## src/rtl/reg_serial_pkg.sv

```systemverilog
`default_nettype none
// ============================================================================
//  Module      : reg_serial_pkg
//  Description : Shared types and constants for the register serial reader.
//                The package holds the frame FSM state type, the line idle
//                level and a helper that sizes counters.
//  Revision    : 1.0 - initial release
// ============================================================================
package reg_serial_pkg;

    // Frame sequencer states
    typedef enum logic [1:0] {
        IDLE  = 2'd0,
        START = 2'd1,
        DATA  = 2'd2,
        STOP  = 2'd3
    } sr_state_t;

    // Level of the serial line when no frame is in progress.
    // This is also the level of the stop bit.
    localparam logic SR_IDLE_LEVEL = 1'b1;

    // Width of a counter that must hold values 0..n-1. The result is never below 1 bit.
    function automatic int sr_width_of(input int n);
        return (n > 1) ? $clog2(n) : 1;
    endfunction

endpackage
`default_nettype wire

```

## src/rtl/bit_tick_gen.sv

```systemverilog
`default_nettype none
// ============================================================================
//  Module      : bit_tick_gen
//  Description : Bit-period divider. While 'run' is high it counts
//                0..DIV-1 and raises 'tick' in the last cycle of each
//                period, then wraps. The counter is held at zero while idle,
//                so the first period after start is always a full DIV cycles.
//  Revision    : 1.0 - initial release
// ============================================================================
module bit_tick_gen
    import reg_serial_pkg::*;
#(
    parameter int DIV = 4
) (
    input  logic clk,
    input  logic rst_n,
    input  logic clr,
    input  logic run,
    output logic tick
);

    localparam int              CW     = sr_width_of(DIV);
    localparam logic [CW-1:0]   c_last = CW'(DIV - 1);

    logic [CW-1:0] r_cnt;
    logic          w_at_last;

    assign w_at_last = (r_cnt == c_last);
    assign tick      = run && w_at_last;

    // Divider counter: it cleared on abort, when idle, or on wrap, and otherwise advances
    always_ff @(posedge clk or negedge rst_n) begin
        if (!rst_n) begin
            r_cnt <= '0;
        end else if (clr || !run || w_at_last) begin
            r_cnt <= '0;
        end else begin
            r_cnt <= r_cnt + CW'(1);
        end
    end

endmodule
`default_nettype wire

```

## src/rtl/reg_serial_reader.sv

```systemverilog
`default_nettype none
// ============================================================================
//  Module      : reg_serial_reader
//  Description : Frames a parallel register word as start bit, WIDTH data
//                bits (LSB first) and stop bit, and then shifts the frame out on
//                SR_SDO at DIV clocks per bit. SR_SDO and SR_BUSY come from
//                registers, so the pin does not glitch. SR_LD_READY is a decode
//                of the state. SR_DONE marks the final cycle of a frame that
//                completes without an abort.
//  Revision    : 1.0 - initial release
// ============================================================================
module reg_serial_reader
    import reg_serial_pkg::*;
#(
    parameter int WIDTH = 8,
    parameter int DIV   = 4
) (
    input  logic             SR_CLK,
    input  logic             SR_RST_N,
    input  logic             SR_CLR,
    input  logic             SR_LD_VALID,
    output logic             SR_LD_READY,
    input  logic [WIDTH-1:0] SR_D,
    output logic             SR_SDO,
    output logic             SR_BUSY,
    output logic             SR_DONE
);

    localparam int            IW         = sr_width_of(WIDTH);
    localparam logic [IW-1:0] c_last_idx = IW'(WIDTH - 1);

    sr_state_t        r_state;
    sr_state_t        w_state_nxt;
    logic [WIDTH-1:0] r_shift;
    logic [WIDTH-1:0] w_shift_nxt;
    logic [IW-1:0]    r_idx;
    logic [IW-1:0]    w_idx_nxt;
    logic             r_sdo;
    logic             w_sdo_nxt;
    logic             r_busy;
    logic             w_run;
    logic             w_tick;
    logic             w_done;

    // The divider runs for the whole frame and is held at zero in IDLE
    assign w_run = (r_state != IDLE);

    bit_tick_gen #(
        .DIV   (DIV)
    ) u_bit_tick_gen (
        .clk   (SR_CLK),
        .rst_n (SR_RST_N),
        .clr   (SR_CLR),
        .run   (w_run),
        .tick  (w_tick)
    );

    // Next-state, datapath and line-level decode. The line level is computed
    // from the *next* state so that the registered pin matches the state
    // held during the following cycle.
    always_comb begin
        w_state_nxt = r_state;
        w_shift_nxt = r_shift;
        w_idx_nxt   = r_idx;
        w_done      = 1'b0;
        w_sdo_nxt   = SR_IDLE_LEVEL;

        if (SR_CLR) begin
            w_state_nxt = IDLE;
            w_idx_nxt   = '0;
        end else begin
            case (r_state)
                IDLE: begin
                    if (SR_LD_VALID) begin
                        w_state_nxt = START;
                        w_shift_nxt = SR_D;
                        w_idx_nxt   = '0;
                    end
                end
                START: begin
                    if (w_tick) begin
                        w_state_nxt = DATA;
                        w_idx_nxt   = '0;
                    end
                end
                DATA: begin
                    if (w_tick) begin
                        w_shift_nxt = r_shift >> 1;
                        w_idx_nxt   = r_idx + IW'(1);
                        if (r_idx == c_last_idx) begin
                            w_state_nxt = STOP;
                            w_idx_nxt   = '0;
                        end
                    end
                end
                STOP: begin
                    if (w_tick) begin
                        w_state_nxt = IDLE;
                        w_done      = 1'b1;
                    end
                end
                default: begin
                    w_state_nxt = IDLE;
                end
            endcase
        end

        case (w_state_nxt)
            START:   w_sdo_nxt = ~SR_IDLE_LEVEL;
            DATA:    w_sdo_nxt = w_shift_nxt[0];
            default: w_sdo_nxt = SR_IDLE_LEVEL;
        endcase
    end

    // State register
    always_ff @(posedge SR_CLK or negedge SR_RST_N) begin
        if (!SR_RST_N) begin
            r_state <= IDLE;
        end else begin
            r_state <= w_state_nxt;
        end
    end

    // Registers for the shift register, the bit index and the two pin-facing outputs
    always_ff @(posedge SR_CLK or negedge SR_RST_N) begin
        if (!SR_RST_N) begin
            r_shift <= '0;
            r_idx   <= '0;
            r_sdo   <= SR_IDLE_LEVEL;
            r_busy  <= 1'b0;
        end else begin
            r_shift <= w_shift_nxt;
            r_idx   <= w_idx_nxt;
            r_sdo   <= w_sdo_nxt;
            r_busy  <= (w_state_nxt != IDLE);
        end
    end

    assign SR_LD_READY = (r_state == IDLE);
    assign SR_SDO      = r_sdo;
    assign SR_BUSY     = r_busy;
    assign SR_DONE     = w_done;

endmodule
`default_nettype wire
```

## config.mk

```make
export PLATFORM = sky130hd
export DESIGN_NAME = reg_serial_reader
export DESIGN_NICKNAME = d
export VERILOG_FILES = /design/src/rtl/reg_serial_pkg.sv /design/src/rtl/bit_tick_gen.sv /design/src/rtl/reg_serial_reader.sv
export SDC_FILE = /design/constraint.sdc
export NUM_CORES = 1
export LEC_CHECK = 0
export ABC_AREA = 1
export BUFFER_PORTS_ARGS = -buffer_cell sky130_fd_sc_hd__buf_2
export CORE_UTILIZATION = 35
export CTS_BUF_LIST = sky130_fd_sc_hd__clkbuf_16
export DETAILED_ROUTE_END_ITERATION = 10
export GPL_ROUTABILITY_DRIVEN = 0
export HOLD_SLACK_MARGIN = 0.05
export PLACE_DENSITY = 0.62
export SYNTH_ARGS = -nofsm -noshare
export SYNTH_HDL_FRONTEND = slang
export SYNTH_SLANG_ARGS = --single-unit
```

## constraint.sdc

```tcl
create_clock -name SR_CLK -period 2.1 [get_ports SR_CLK]
set_input_delay 0 -clock SR_CLK [delete_from_list [all_inputs] [get_ports SR_CLK]]
set_output_delay 0 -clock SR_CLK [all_outputs]
set_load 0.01 [all_outputs]
```

After elaboration in Yosys (flattened, before gate mapping)
Index checks and enable logic that the tools add are counted.
{"block": "totals", "wordCells": 55, "input_bits": 12, "output_inout_bits": 4, "ff_bits": 17}
{"block": "op_classes", "eq_ne": 12, "add_sub_neg": 2, "n_reduce_logical": 11, "n_bitwise": 1, "n_mux": 22}
{"cell": "8-bit two-way mux", "count": 2}
{"cell": "8-bit one-hot mux with 2 select lines", "count": 1}
{"cell": "3-bit two-way mux", "count": 5}
{"cell": "2-bit two-way mux", "count": 7}
{"cell": "3-bit one-hot mux with 3 select lines", "count": 1}
{"cell": "2-bit == test (second input constant)", "count": 4}
{"cell": "2-bit one-hot mux with 4 select lines", "count": 1}
{"cell": "4-bit AND reduction", "count": 2}
{"cell": "3-bit by 2-bit inequality test with 1-bit output (second input constant)", "count": 2}
{"cell": "2-bit nonzero test", "count": 3}
{"cell": "2-bit by 1-bit == test with 1-bit output (second input constant)", "count": 2}
{"cell": "1-bit two-way mux", "count": 4}
{"cell": "4-bit nonzero test", "count": 1}
{"cell": "3-bit by 1-bit adder with 3-bit output (second input constant)", "count": 1}
{"cell": "3-bit == test (second input constant)", "count": 1}
{"cell": "3-bit inequality test (second input constant)", "count": 1}
{"cell": "2-bit by 1-bit adder with 2-bit output (second input constant)", "count": 1}
{"cell": "2-bit logical NOT", "count": 1}
{"cell": "1-bit logical OR", "count": 2}
{"cell": "2-bit by 1-bit inequality test with 1-bit output (second input constant)", "count": 1}
{"cell": "2-bit inequality test (second input constant)", "count": 1}
{"cell": "1-bit one-hot mux with 2 select lines", "count": 1}
{"cell": "1-bit logical AND", "count": 1}
{"cell": "1-bit logical NOT", "count": 1}
{"cell": "1-bit NOT", "count": 1}

Depth between registers and ports, before layout
{"block": "depth", "ltp_word": 7, "ltp_mapped": 11, "ltp_nobuf": 11}

Hierarchy
A second synthesis with hierarchy kept.
{"block": "unflattened", "hier_cells": 136, "area_unflattened_um2": 1024.7}
{"mod": "reg_serial_reader", "seq_area_each_um2": 376.6, "area_per_inst_um2": 925.9, "instances": 1, "cells_each": 125}
{"mod": "bit_tick_gen", "seq_area_each_um2": 50.0, "area_per_inst_um2": 98.8, "instances": 1, "cells_each": 11}

Least setup slack after synthesis
OpenSTA, ideal clock, no wires.
{"block": "synth_timing", "path_kind": "register to register", "start": "register r_state[0]", "end": "register r_shift[5]", "synth_period_minus_slack_ps": 1575, "n_path_buf": 1, "required_time_ps": 1982, "path_stages_with_launch": 10, "arrival_time_ps": 1457, "setup_slack_ps": 525, "setup_time_ps": 118, "path_cell_list": "dfrtp_1 inv_1 ha_1 inv_2 nand2_4 nand2_1 nand3_2 buf_6 a21oi_1 a21o_1"}
{"block": "synth_via", "elab_cells_between_ends": 9, "cone_classes": "3 x eq/ne; 1 x mux; 5 x reduce/logical"}
{"item": "start: declaration", "line": "reg_serial_reader.sv:32", "rtl": "sr_state_t r_state;"}
{"item": "start signal: assignment", "line": "reg_serial_reader.sv:120", "rtl": "r_state <= w_state_nxt;"}
{"item": "2-bit logical NOT (*)"}
{"item": "net SR_LD_READY", "line": "reg_serial_reader.sv:22", "rtl": "output logic SR_LD_READY,"}
{"item": "2-bit inequality test (no line) / 2-bit nonzero test (equally long branches)"}
{"item": "4-bit AND reduction (no line)"}
{"item": "end signal: assignment", "line": "reg_serial_reader.sv:132", "rtl": "r_shift <= w_shift_nxt;"}
{"item": "end: declaration", "line": "reg_serial_reader.sv:34", "rtl": "logic [WIDTH-1:0] r_shift;"}
Mark *: on every way through the listed nets, which the timed path passes. The rest lies on a longest branch.
A chain may end at the register's enable or synchronous reset.

Worst setup path after layout
{"block": "layout_timing", "start": "register r_state[0]", "end": "register r_shift[2]"}
{"block": "layout_via", "elab_chain_len": 4, "elab_cells_between_ends": 9, "cone_classes": "3 x eq/ne; 1 x mux; 5 x reduce/logical"}
{"item": "2-bit nonzero test", "line": "reg_serial_reader.sv:46", "rtl": "assign w_run = (r_state != IDLE);"}
{"item": "1-bit logical AND", "line": "bit_tick_gen.sv:29", "rtl": "assign tick = run && w_at_last;"}
{"item": "2-bit by 1-bit inequality test with 1-bit output (no line)"}
{"item": "4-bit AND reduction (no line)"}
Several ways; a longest one is shown, not always the timed one.

==> flow_metrics.py <==
metrics = {
    "sta": {
        "period_minus_slack_ns": 1.72,
        "fmax_mhz": 582,
        "rsz0062_at_grt": "false",
        "setup_tns_ns": 0,
        "fin_hold_ws_ns": 0.112,
        "finalMaxSlewViolations": 0,
        "final-hold-violation-count": 0,
        "setup_viol_count_final": 0,
        "skew_ns": 0.00127,
        "max_slew_margin_pct": 73.9,
        "worst_slack_ns": 0.383,
        "fin_crit_sh_pct": 81.8,
        "worstMarginPinSlew_ns": 0.392,
    },
    "synthesis": {
        "netlist.area_leader.share_pct": 41.1,
        "synth_edf_count": 0,
        "yosysMostFrequentCell": "nand2_1",
        "syn_avg_cell_area_um2": 7.86,
        "syn-num-nets": 143,
        "ys_seq_area_share_pct": 43.8,
        "ys_seq_elements": 17,
        "synthFlopType": "dfrtp_1",
        "synthArstFlopShare_pct": 100,
        "synth_warnings": 0,
        "yosys.area.top_type": "dfrtp_1",
        "yosysUniqueCellTypes": 18,
        "syn_inst": 124,
        "synth_common_cells": "nand2_1 (38), dfrtp_1 (16), nand3_1 (16)",
        "synthTopCellsByArea": "dfrtp_1 (41%), nand2_1 (15%), ha_1 (9.0%), nand3_1 (8.2%), a21o_1 (4.6%)",
        "syn_area_um2": 975,
    },
    "setup_path": {
        "crit_path_end_kind": "flip-flop",
        "cp.arrival_ns": 1.90,
        "crit_chain": "inv_1, ha_1, nand2_1, nand2_1, nand3_2, a21oi_1, a21o_1",
        "crit_fanout": 15,
        "cp.required_ns": 2.28,
        "crit_path_top_delay_cell": "dfrtp_1",
        "critPathMaxStageDelay_ns": 0.41,
        "start_kind": "flip-flop",
        "path_common_cell": "nand2_1",
        "crit_type": "reg -> reg",
        "ff2ff_setup_slack_ns": 0.38,
    },
    "routing": {
        "viasPerCell": 4.87,
        "drt-total-wl_um": 1900,
        "wl_per_cell_um": 11.0,
        "num_vias": 843,
        "first_pass_iters": 4,
        "ant_nets": 0,
        "first_iter_violations": 12,
        "drc": 0,
    },
    "finish": {
        "area.growth.synth_to_final_pct": 20.0,
        "final_layout_size_suffix_gt1_share_pct": 21.0,
        "num_antenna_cells": 0,
        "final_cells": 173,
        "num-nets-final": 163,
        "fin_util_pct": 46.0,
    },
    "floorplanning": {
        "fp.coreArea_um2": 2540,
        "initial_utilization_pct": 38.3,
        "die_w_um": 54.8,
        "io_pins": 16,
        "fp-row-count": 18,
        "dieArea_um2": 3000,
        "die_height_um": 54.8,
    },
    "outcome": {
        "outcome": "completed",
    },
    "power": {
        "cellLeakagePower_uw": 0.000666,
        "vdd_ir_drop_max_mv": 0.458,
        "powerDensity_nw_per_um2": 741,
    },
    "clocking": {
        "cts_root_buf": "clkbuf_16",
        "cts-buffers-inserted": 3,
        "clkTransAtPathRegs_ns": 0.05,
        "cts_tree": "done",
        "htreeDepth": 1,
        "clk_path_buf_depth": 2,
        "worstSkewPairLatency_ns": 0.24,
        "cts_resized": 0,
        "clock_sinks": 17,
    },
    "placement": {
        "place_ws_ns": 0.418,
        "io_buffers": 15,
        "dp.cells": 167,
        "hpwl_um": 1440,
    },
    "grt": {
        "grt_start_max_net_pins": 18,
        "antenna_found_initial": 0,
        "grt_pass1_vias": 828,
        "grt_overflow": 0,
        "grt_pass1_wl_um": 3400,
        "grt_usage_pct": 15.9,
    },
    "job": {
        "maxCapViolCount": 0,
    },
    "worst_hold_path": {
        "min-delay-path-class": "in -> reg",
    },
}
## where the power goes
group,switching [µW],total (µW),internal (µW)
Clock,114,366,252
Sequential,15.6,375,360
Combinational,76.4,125,48.6
## state kept, by name, indices dropped and copies added, names as in the netlist
register,count
u_bit_tick_gen.r_cnt,2
r_state,2
r_idx,3
SR_SDO,1
SR_BUSY,1
r_shift,8
## per-layer routing
metal  GRT usage, %  wire (µm)
met4           3.85         10
met1           20.3        912
met3           2.50         64
met2           27.7        907
met5              0          0
## final cells by class
type	instances	area, µm²
Fill cell	264	1380
Multi-Input combinational cell	93	487
Sequential cell	17	427
Timing Repair Buffer	17	95.1
Clock buffer	3	75.1
Inverter	12	45.0
Tap cell	30	37.5
Clock inverter	1	3.75
## timing repair
action | in CTS | in global routing
hold buffers | 2 | 0
endpoints found under the hold margin | 18 | 0
setup buffers | 0 | 0
## cell usage in the layout (no fill, tap or decap)
master and count:
dlygate4sd3_1 2, nand3_1 16, inv_2 6, nor2_1 11, inv_1 7, nor2_2 2, a21o_1 6, nand2_2 1
buf_2 15, dfrtp_1 16, nand3_2 1, clkbuf_16 3, ha_1 7, a21oi_1 7, o21ai_1 2, dfstp_2 1
nand2_4 1, nand2_1 38, nor3_1 1
## critical path, delay by kind of cell (launching register included)
kind,cells,cell delay [ns]
buf+inv,1,0.10
compound gates,2,0.33
flops,1,0.41
fa+ha+maj,1,0.37
simple gates,3,0.45
## final timing paths
path                                         start                       to  depth (start not counted)
max                                     r_state[0]               r_shift[2]                          7
min                                         SR_CLR                 r_idx[1]                          4
max reg2reg                             r_state[0]               r_shift[2]                          7
min reg2reg                u_bit_tick_gen.r_cnt[0]  u_bit_tick_gen.r_cnt[0]                          1
max in group asynchronous                 SR_RST_N                   SR_SDO                          2
min in group asynchronous                 SR_RST_N                 r_idx[0]                          2
## cells by family after synthesis
logic type | synth area share (%)
adder cells (fa/ha/maj) | 8.99
AND/OR/NAND/NOR | 31.7
AO/OA/AOI/OAI | 9.24
flip-flops | 43.8
buffers and inverters | 6.29
## per-stage QoR
step | cell area, µm² | total power [µW]
after floorplan | 975 | 462
after global placement | 1070 | 501
after detailed placement | 1070 | 503
after CTS | 1170 | 874
after global routing | 1170 | 920
final | 1170 | 867
Power figures use the tool's default switching activity.
